`src/rtl/pipeline_stall_ctrl.sv`:
```
// Pipeline stall/flush controller: turns hazard and branch-resolution requests into PC and pipeline-register strobes.
// Optional performance counters are enabled by defining PIPE_PERF_CNT_EN.
module pipeline_stall_ctrl #(
  parameter int unsigned FLUSH_DEPTH   = 1,
  parameter int unsigned STALL_TIMEOUT = 64,
  parameter int unsigned CNT_W         = 32
) (
  input  logic             clk_i,
  input  logic             rst_i,
  input  logic             stall_i,
  input  logic             branch_taken_i,
  output logic             pc_we_o,
  output logic             pc_sel_o,
  output logic             ifid_we_o,
  output logic             ifid_flush_o,
  output logic             idex_bubble_o,
  output logic             stall_timeout_o,
  output logic [1:0]       state_o
`ifdef PIPE_PERF_CNT_EN
  ,
  output logic [CNT_W-1:0] stall_cycles_o,
  output logic [CNT_W-1:0] flush_events_o
`endif
);

  localparam int unsigned FC_W  = 3;
  localparam int unsigned RUN_W = 8;

  typedef enum logic [1:0] {
    RUN   = 2'b00,
    STALL = 2'b01,
    FLUSH = 2'b10
  } state_e;

  // Elaboration-time parameter range guard
  if (FLUSH_DEPTH < 1 || FLUSH_DEPTH > 7 || STALL_TIMEOUT < 2 || STALL_TIMEOUT > 255 || CNT_W < 1)
  begin : g_bad_param
    $error("pipeline_stall_ctrl: parameter out of range");
  end

  state_e            state_q, state_d;
  logic [FC_W-1:0]   flush_cnt_q, flush_cnt_d;
  logic [RUN_W-1:0]  run_cnt_q, run_cnt_d;
  logic              timeout_q, timeout_d;
  logic              stall_eff_c;
  logic              br_eff_c;

  // A flush window masks both requests: ID only holds bubbles then.
  assign stall_eff_c = stall_i & (state_q != FLUSH);
  assign br_eff_c    = branch_taken_i & ~stall_i & (state_q != FLUSH);

  always_comb begin
    state_d       = state_q;
    flush_cnt_d   = flush_cnt_q;
    run_cnt_d     = '0;
    timeout_d     = timeout_q;
    pc_we_o       = 1'b1;
    pc_sel_o      = 1'b0;
    ifid_we_o     = 1'b1;
    ifid_flush_o  = 1'b0;
    idex_bubble_o = 1'b0;

    case (state_q)
      FLUSH: begin
        ifid_flush_o = 1'b1;
        flush_cnt_d  = flush_cnt_q - FC_W'(1);
        if (flush_cnt_q <= FC_W'(1)) begin
          state_d = RUN;
        end
      end
      default: begin
        if (stall_eff_c) begin
          pc_we_o       = 1'b0;
          ifid_we_o     = 1'b0;
          idex_bubble_o = 1'b1;
          state_d       = STALL;
        end else if (br_eff_c) begin
          pc_sel_o     = 1'b1;
          ifid_flush_o = 1'b1;
          if (FLUSH_DEPTH > 1) begin
            state_d     = FLUSH;
            flush_cnt_d = FC_W'(FLUSH_DEPTH - 1);
          end else begin
            state_d = RUN;
          end
        end else begin
          state_d = RUN;
        end
      end
    endcase

    // Saturating stall-run watchdog; flag is sticky until reset
    if (stall_eff_c) begin
      run_cnt_d = (run_cnt_q == {RUN_W{1'b1}}) ? run_cnt_q : run_cnt_q + RUN_W'(1);
      if (run_cnt_q >= RUN_W'(STALL_TIMEOUT - 1)) begin
        timeout_d = 1'b1;
      end
    end

    if (rst_i) begin
      pc_we_o       = 1'b0;
      pc_sel_o      = 1'b0;
      ifid_we_o     = 1'b0;
      ifid_flush_o  = 1'b1;
      idex_bubble_o = 1'b1;
    end
  end

  always_ff @(posedge clk_i or posedge rst_i) begin
    if (rst_i) begin
      state_q     <= RUN;
      flush_cnt_q <= '0;
      run_cnt_q   <= '0;
      timeout_q   <= 1'b0;
    end else begin
      state_q     <= state_d;
      flush_cnt_q <= flush_cnt_d;
      run_cnt_q   <= run_cnt_d;
      timeout_q   <= timeout_d;
    end
  end

  assign state_o         = state_q;
  assign stall_timeout_o = timeout_q;

`ifdef PIPE_PERF_CNT_EN
  logic [CNT_W-1:0] stall_cycles_q;
  logic [CNT_W-1:0] flush_events_q;

  // Free-running event counters, wrap modulo 2^CNT_W
  always_ff @(posedge clk_i or posedge rst_i) begin
    if (rst_i) begin
      stall_cycles_q <= '0;
      flush_events_q <= '0;
    end else begin
      if (stall_eff_c) stall_cycles_q <= stall_cycles_q + CNT_W'(1);
      if (br_eff_c)    flush_events_q <= flush_events_q + CNT_W'(1);
    end
  end

  assign stall_cycles_o = stall_cycles_q;
  assign flush_events_o = flush_events_q;
`endif

endmodule
```
`config.mk`:
```
export PLATFORM = sky130hd
export DESIGN_NAME = pipeline_stall_ctrl
export DESIGN_NICKNAME = d
export VERILOG_FILES = /design/src/rtl/pipeline_stall_ctrl.sv
export SDC_FILE = /design/constraint.sdc
export NUM_CORES = 1
export LEC_CHECK = 0
export ABC_AREA = 1
export BUFFER_PORTS_ARGS = -buffer_cell sky130_fd_sc_hd__buf_2
export CAP_MARGIN = 30
export CELL_PAD_IN_SITES_DETAIL_PLACEMENT = 1
export CELL_PAD_IN_SITES_GLOBAL_PLACEMENT = 1
export CORE_UTILIZATION = 36
export CTS_CLUSTER_SIZE = 20
export DETAILED_ROUTE_END_ITERATION = 10
export PLACE_DENSITY = 0.84
export RECOVER_POWER = 25
export SLEW_MARGIN = 20
export SYNTH_ARGS = -nofsm -noshare
export SYNTH_HDL_FRONTEND = slang
export SYNTH_SLANG_ARGS = --single-unit
```
`constraint.sdc`:
```
create_clock -name clk_i -period 1.3 [get_ports clk_i]
set_input_delay 0.13 -clock clk_i [delete_from_list [all_inputs] [get_ports clk_i]]
set_output_delay 0.13 -clock clk_i [all_outputs]
set_load 0.1 [all_outputs]
```
== After elaboration in Yosys (flattened, before gate mapping) ==
Cells that the tools add are included.
Widths: inputs -> output; s select.

* Add/sub/neg operators: 2
* $mul: 0
* Div/mod/pow operators: 0
* $lt $le $gt $ge: 2
* Equal/unequal tests: 5
* Shift-type cells: 0
* Mux-type cells: 17
* Bitwise logic cells: 4
* Reduce and logical (&&, ||, !) cells: 1

{| class="wikitable"
|+ Operators by type and width
! kind !! number
|-
| $mux 8 || 2
|-
| $mux 1 || 13
|-
| $add 8x1->8 const B || 1
|-
| $eq 8x8->1 const B || 1
|-
| $ge 8x6->1 const B || 1
|-
| $ne 2x2->1 const B || 3
|-
| $mux 2 || 2
|-
| $and 1x1->1 || 3
|-
| $le 3x1->1 const B || 1
|-
| $sub 3x1->3 const B || 1
|-
| $eq 2x2->1 const B || 1
|-
| $reduce_and 2->1 || 1
|-
| $not 1->1 || 1
|}

* Flip-flop bits (word level): 14
* Latch bits: 0
* Memory bits (writable): 0
* Memory bits (read-only): 0
* Memories: 0

== Depth between registers and ports, before layout ==
* Depth in word-level cells: 7
* Depth in mapped cells: 7
* Gate-level depth less buffers: 7

== Least setup slack after synthesis ==
OpenSTA, ideal clock, no wires.

* Kind: input port to output port
* From: input stall_i
* To: output pc_sel_o
* Arrival time: 4,081 ps
* Data required time: 1,170 ps
* Slack: -2,911 ps
* Stages on the path: 4
* Buffers on the path: 1
* Cell sequence: clkbuf_8 -> nor2_1 -> inv_1 -> nor2_1

* Cells in the longest elaborated chain, start to end: 7

{| class="wikitable"
|+ RTL lines
! element !! RTL line !! text
|-
| from (decl) || 10 || <nowiki>input logic stall_i,</nowiki>
|-
| $not 1->1 || 50 || <nowiki>assign br_eff_c = branch_taken_i & ~stall_i & (state_q != FLUSH);</nowiki>
|-
| $and 1x1->1 (2 in series) || 50 ||
|-
| $mux 1 || 77 || <nowiki>end else if (br_eff_c) begin</nowiki>
|-
| $mux 1 * || 72 || <nowiki>if (stall_eff_c) begin</nowiki>
|-
| $mux 1 * || 63 || <nowiki>case (state_q)</nowiki>
|-
| $mux 1 * || 100 || <nowiki>if (rst_i) begin</nowiki>
|-
| to (decl) || 13 || <nowiki>output logic pc_sel_o,</nowiki>
|}

Every way passes the cells marked *; elsewhere a longest branch is shown, timed or not.

== Final worst setup path ==
* From: register run_cnt_q[0]
* To: register run_cnt_q[1]

* Cells in the longest elaborated chain, start to end: 3

{| class="wikitable"
|+ RTL lines
! element !! RTL line !! text
|-
| from (decl) || 43 || <nowiki>logic [RUN_W-1:0] run_cnt_q, run_cnt_d;</nowiki>
|-
| from (signal assigned) || 118 || <nowiki>run_cnt_q <= run_cnt_d;</nowiki>
|-
| $add 8x1->8 || 94 || <nowiki>run_cnt_d = (run_cnt_q == {RUN_W{1'b1}}) ? run_cnt_q : run_cnt_q + RUN_W'(1);</nowiki>
|-
| $mux 8 || 94 ||
|-
| $mux 8 || 93 || <nowiki>if (stall_eff_c) begin</nowiki>
|}

Parallel ways exist; a longest one is shown, timed or not. The select of a mux whose other input is x is not followed.
A chain may end at the register's enable or synchronous reset.

==> impl_metrics.toml <==
[timing]
tightest_slew_ns = 0.555
hold_viol = 0
setup_viol = 0
slew_headroom = 0.630
maxSlewViolCount = 0
period_minus_slack_ns = 1.23
skew_ns = 0.00100
finalSetupTns_ns = 0
finalCritPeriodShare = 0.943
fmaxAchievable_mhz = 816

[worst_setup_path]
start_kind = "register"
path_class = "register to register"
crit_buf_inv = 0
required_ns = 1.45
crit_family = "simple AND/OR/NAND/NOR gates"
crit_chain = "ha_4 > nand2_4 > nor2_4 > nand3_4 > nand3_1 > nand2_1"
end_kind = "register"
slowest_delay_ns = 0.42
slowest_stage = "dfrtp_1"
path_max_fanout = 7
cp.arrival_ns = 1.38

[drt]
drtIter0Drc = 14
remaining_drc_errors = 0
routedWlPerCell_um = 12.2
vias_per_cell = 4.80
vias = 499
ant_nets = 0
dr.pass1.iters = 4
drt-total-wl_mm = 1.27

[global_route]
gr-usage-met1 = 0.173
met2_usage = 0.291
grt_max_degree = 13
gr-usage-met3 = 0.0261
grt_usage = 0.155
first_global_vias = 514
globalRouteOverflowTotal = 0
antenna_found_initial = 0
grt_pass1_wl_mm = 2.06
busiest_layer = "met2"

[clock_tree]
clkSlewWorstSetupHoldPaths_ns = 0.07
clockRootBuffer = "clkbuf_4"
tritoncts = "yes"
cts_buffers = 3
cts_buffer_depth = 2
clock-sinks = 10
clk_latency_ns = 0.26
cts_max_level = 1

[finish]
drive_gt1_frac = 0.295
fillers = 181
finalInstanceArea_um2 = 795
layout.nets = 94
final_cell_mix = "nand2_1, inv_1, dfrtp_1"
diodes = 0
syn2layout_area_growth_pct = 38.6
layout.cells.non_filler = 104
fin_util = 0.534
final_common_cell = "nand2_1"

[yosys]
synthCells = 72
syn_nets = 77
synth_top_area_share = 0.437
ys_warn_count = 0
synth_seq_cells = 10
synth_top_area_cell = "dfrtp_1"
syn_area_per_cell_um2 = 7.96
synth_area_um2 = 573
seq_area_frac_synth = 0.437
synth_cell_types = 19
synth_area_leaders = "dfrtp_1, nand2_1, inv_1"

[power]
p_per_area_nw_per_um2 = 1010
power.leakage_nw = 0.420
vdd_ir_drop_max_uv = 575
total_power_mw = 0.802

[place]
io_buffers = 10
hpwl_um = 968
place_congestion = 0.796
place_area_um2 = 719
post-place-cells = 97

[die]
die-area_um2 = 1760
rows = 14
die_h_um = 41.9
num_io_pins = 12
initial_utilization = 0.385
die_w_um = 41.9
core_um2 = 1490

[min_path]
hold_class = "input port to register"

[run_status]
outcome = "completed"

[job]
drv_cap = 0
[worst reg2reg max path, cell delays in order (launching register included)]
cell and delay (ns):
dfrtp_1 0.42, ha_4 0.18, nand2_4 0.06, nor2_4 0.16, nand3_4 0.15, nand3_1 0.10
nand2_1 0.05
[final timing paths]
| path | from | end | slack, ns | cells after the start |
|---|---|---|---|---|
| setup / recovery | run_cnt_q[0] | run_cnt_q[1] | 0.07 | 6 |
| hold / removal | stall_i | state_o[0] | 0.25 | 1 |
| setup reg to reg | run_cnt_q[0] | run_cnt_q[1] | 0.07 | 6 |
| hold reg to reg | stall_timeout_o | stall_timeout_o | 0.49 | 2 |
| max in group asynchronous | rst_i | run_cnt_q[7] | 0.36 | 4 |
| min in group asynchronous | rst_i | run_cnt_q[2] | 0.58 | 4 |
[report_power, final]
part | switching, mW | leakage (nW) | internal [mW] | total [mW]
registers | 0.0102 | 0.135 | 0.320 | 0.330
clock network | 0.110 | 0.0210 | 0.170 | 0.280
logic | 0.130 | 0.264 | 0.0613 | 0.191
[logic make-up (layout without fill, tap and decap cells)]
| logic type | Yosys count | count (layout) | synth area share |
|---|---|---|---|
| xor+xnor | 1 | 1 | 0.0153 |
| simple gates | 40 | 40 | 0.332 |
| fa+ha+maj | 1 | 1 | 0.0218 |
| other cells | 1 | 1 | 0.00654 |
| compound gates | 5 | 5 | 0.0655 |
| buf+inv | 14 | 30 | 0.122 |
| flops | 10 | 10 | 0.437 |
[metal layers]
layer,part of all wire,wire [um]
met4,0.0079,10
met3,0.020,26
met2,0.60,756
met5,0,0
met1,0.37,476
[Yosys cell counts]
cell      count
nand2_1      18
inv_1        11
nor2_1       11
dfrtp_1      10
nand3_1       4
nand2_2       3
buf_4         2
o21bai_1      2
a21oi_2       1
clkbuf_8      1
conb_1        1
ha_1          1
nand3_4       1
nand3b_1      1
nand4_1       1
nor2_4        1
o21ai_0       1
o21ai_2       1
xnor2_1       1
[registers in the layout, indices dropped and copies added, names as in the netlist]
register and cells:
run_cnt_q 8, state_o 1, stall_timeout_o 1
[layout make-up]
cell class	count	area, um^2	area share
multi-input combinational	48	288	0.362
sequential	10	250	0.315
timing repair buffer	15	159	0.200
inverter	11	41.3	0.0520
clock buffer	4	36.3	0.0457
tap	16	20.0	0.0252
[stage by stage]
stage	setup slack [ns]	hold WS (ns)
after global placement	0.0860	0.164
after floorplan	-0.898	-0.0230
after global routing	-0.00420	0.262
after CTS	0.00735	0.115
final	0.0740	0.246
after detailed placement	0.0205	0.184
[timing repair]
action | in CTS | in global routing
hold buffers | 1 | 0
endpoints found under the setup margin | 0 | 4
resized for setup | 0 | 4
buffers inserted | 0 | 2
endpoints found under the hold margin | 10 | 0
Note: power is estimated with default switching activity, not from simulation.
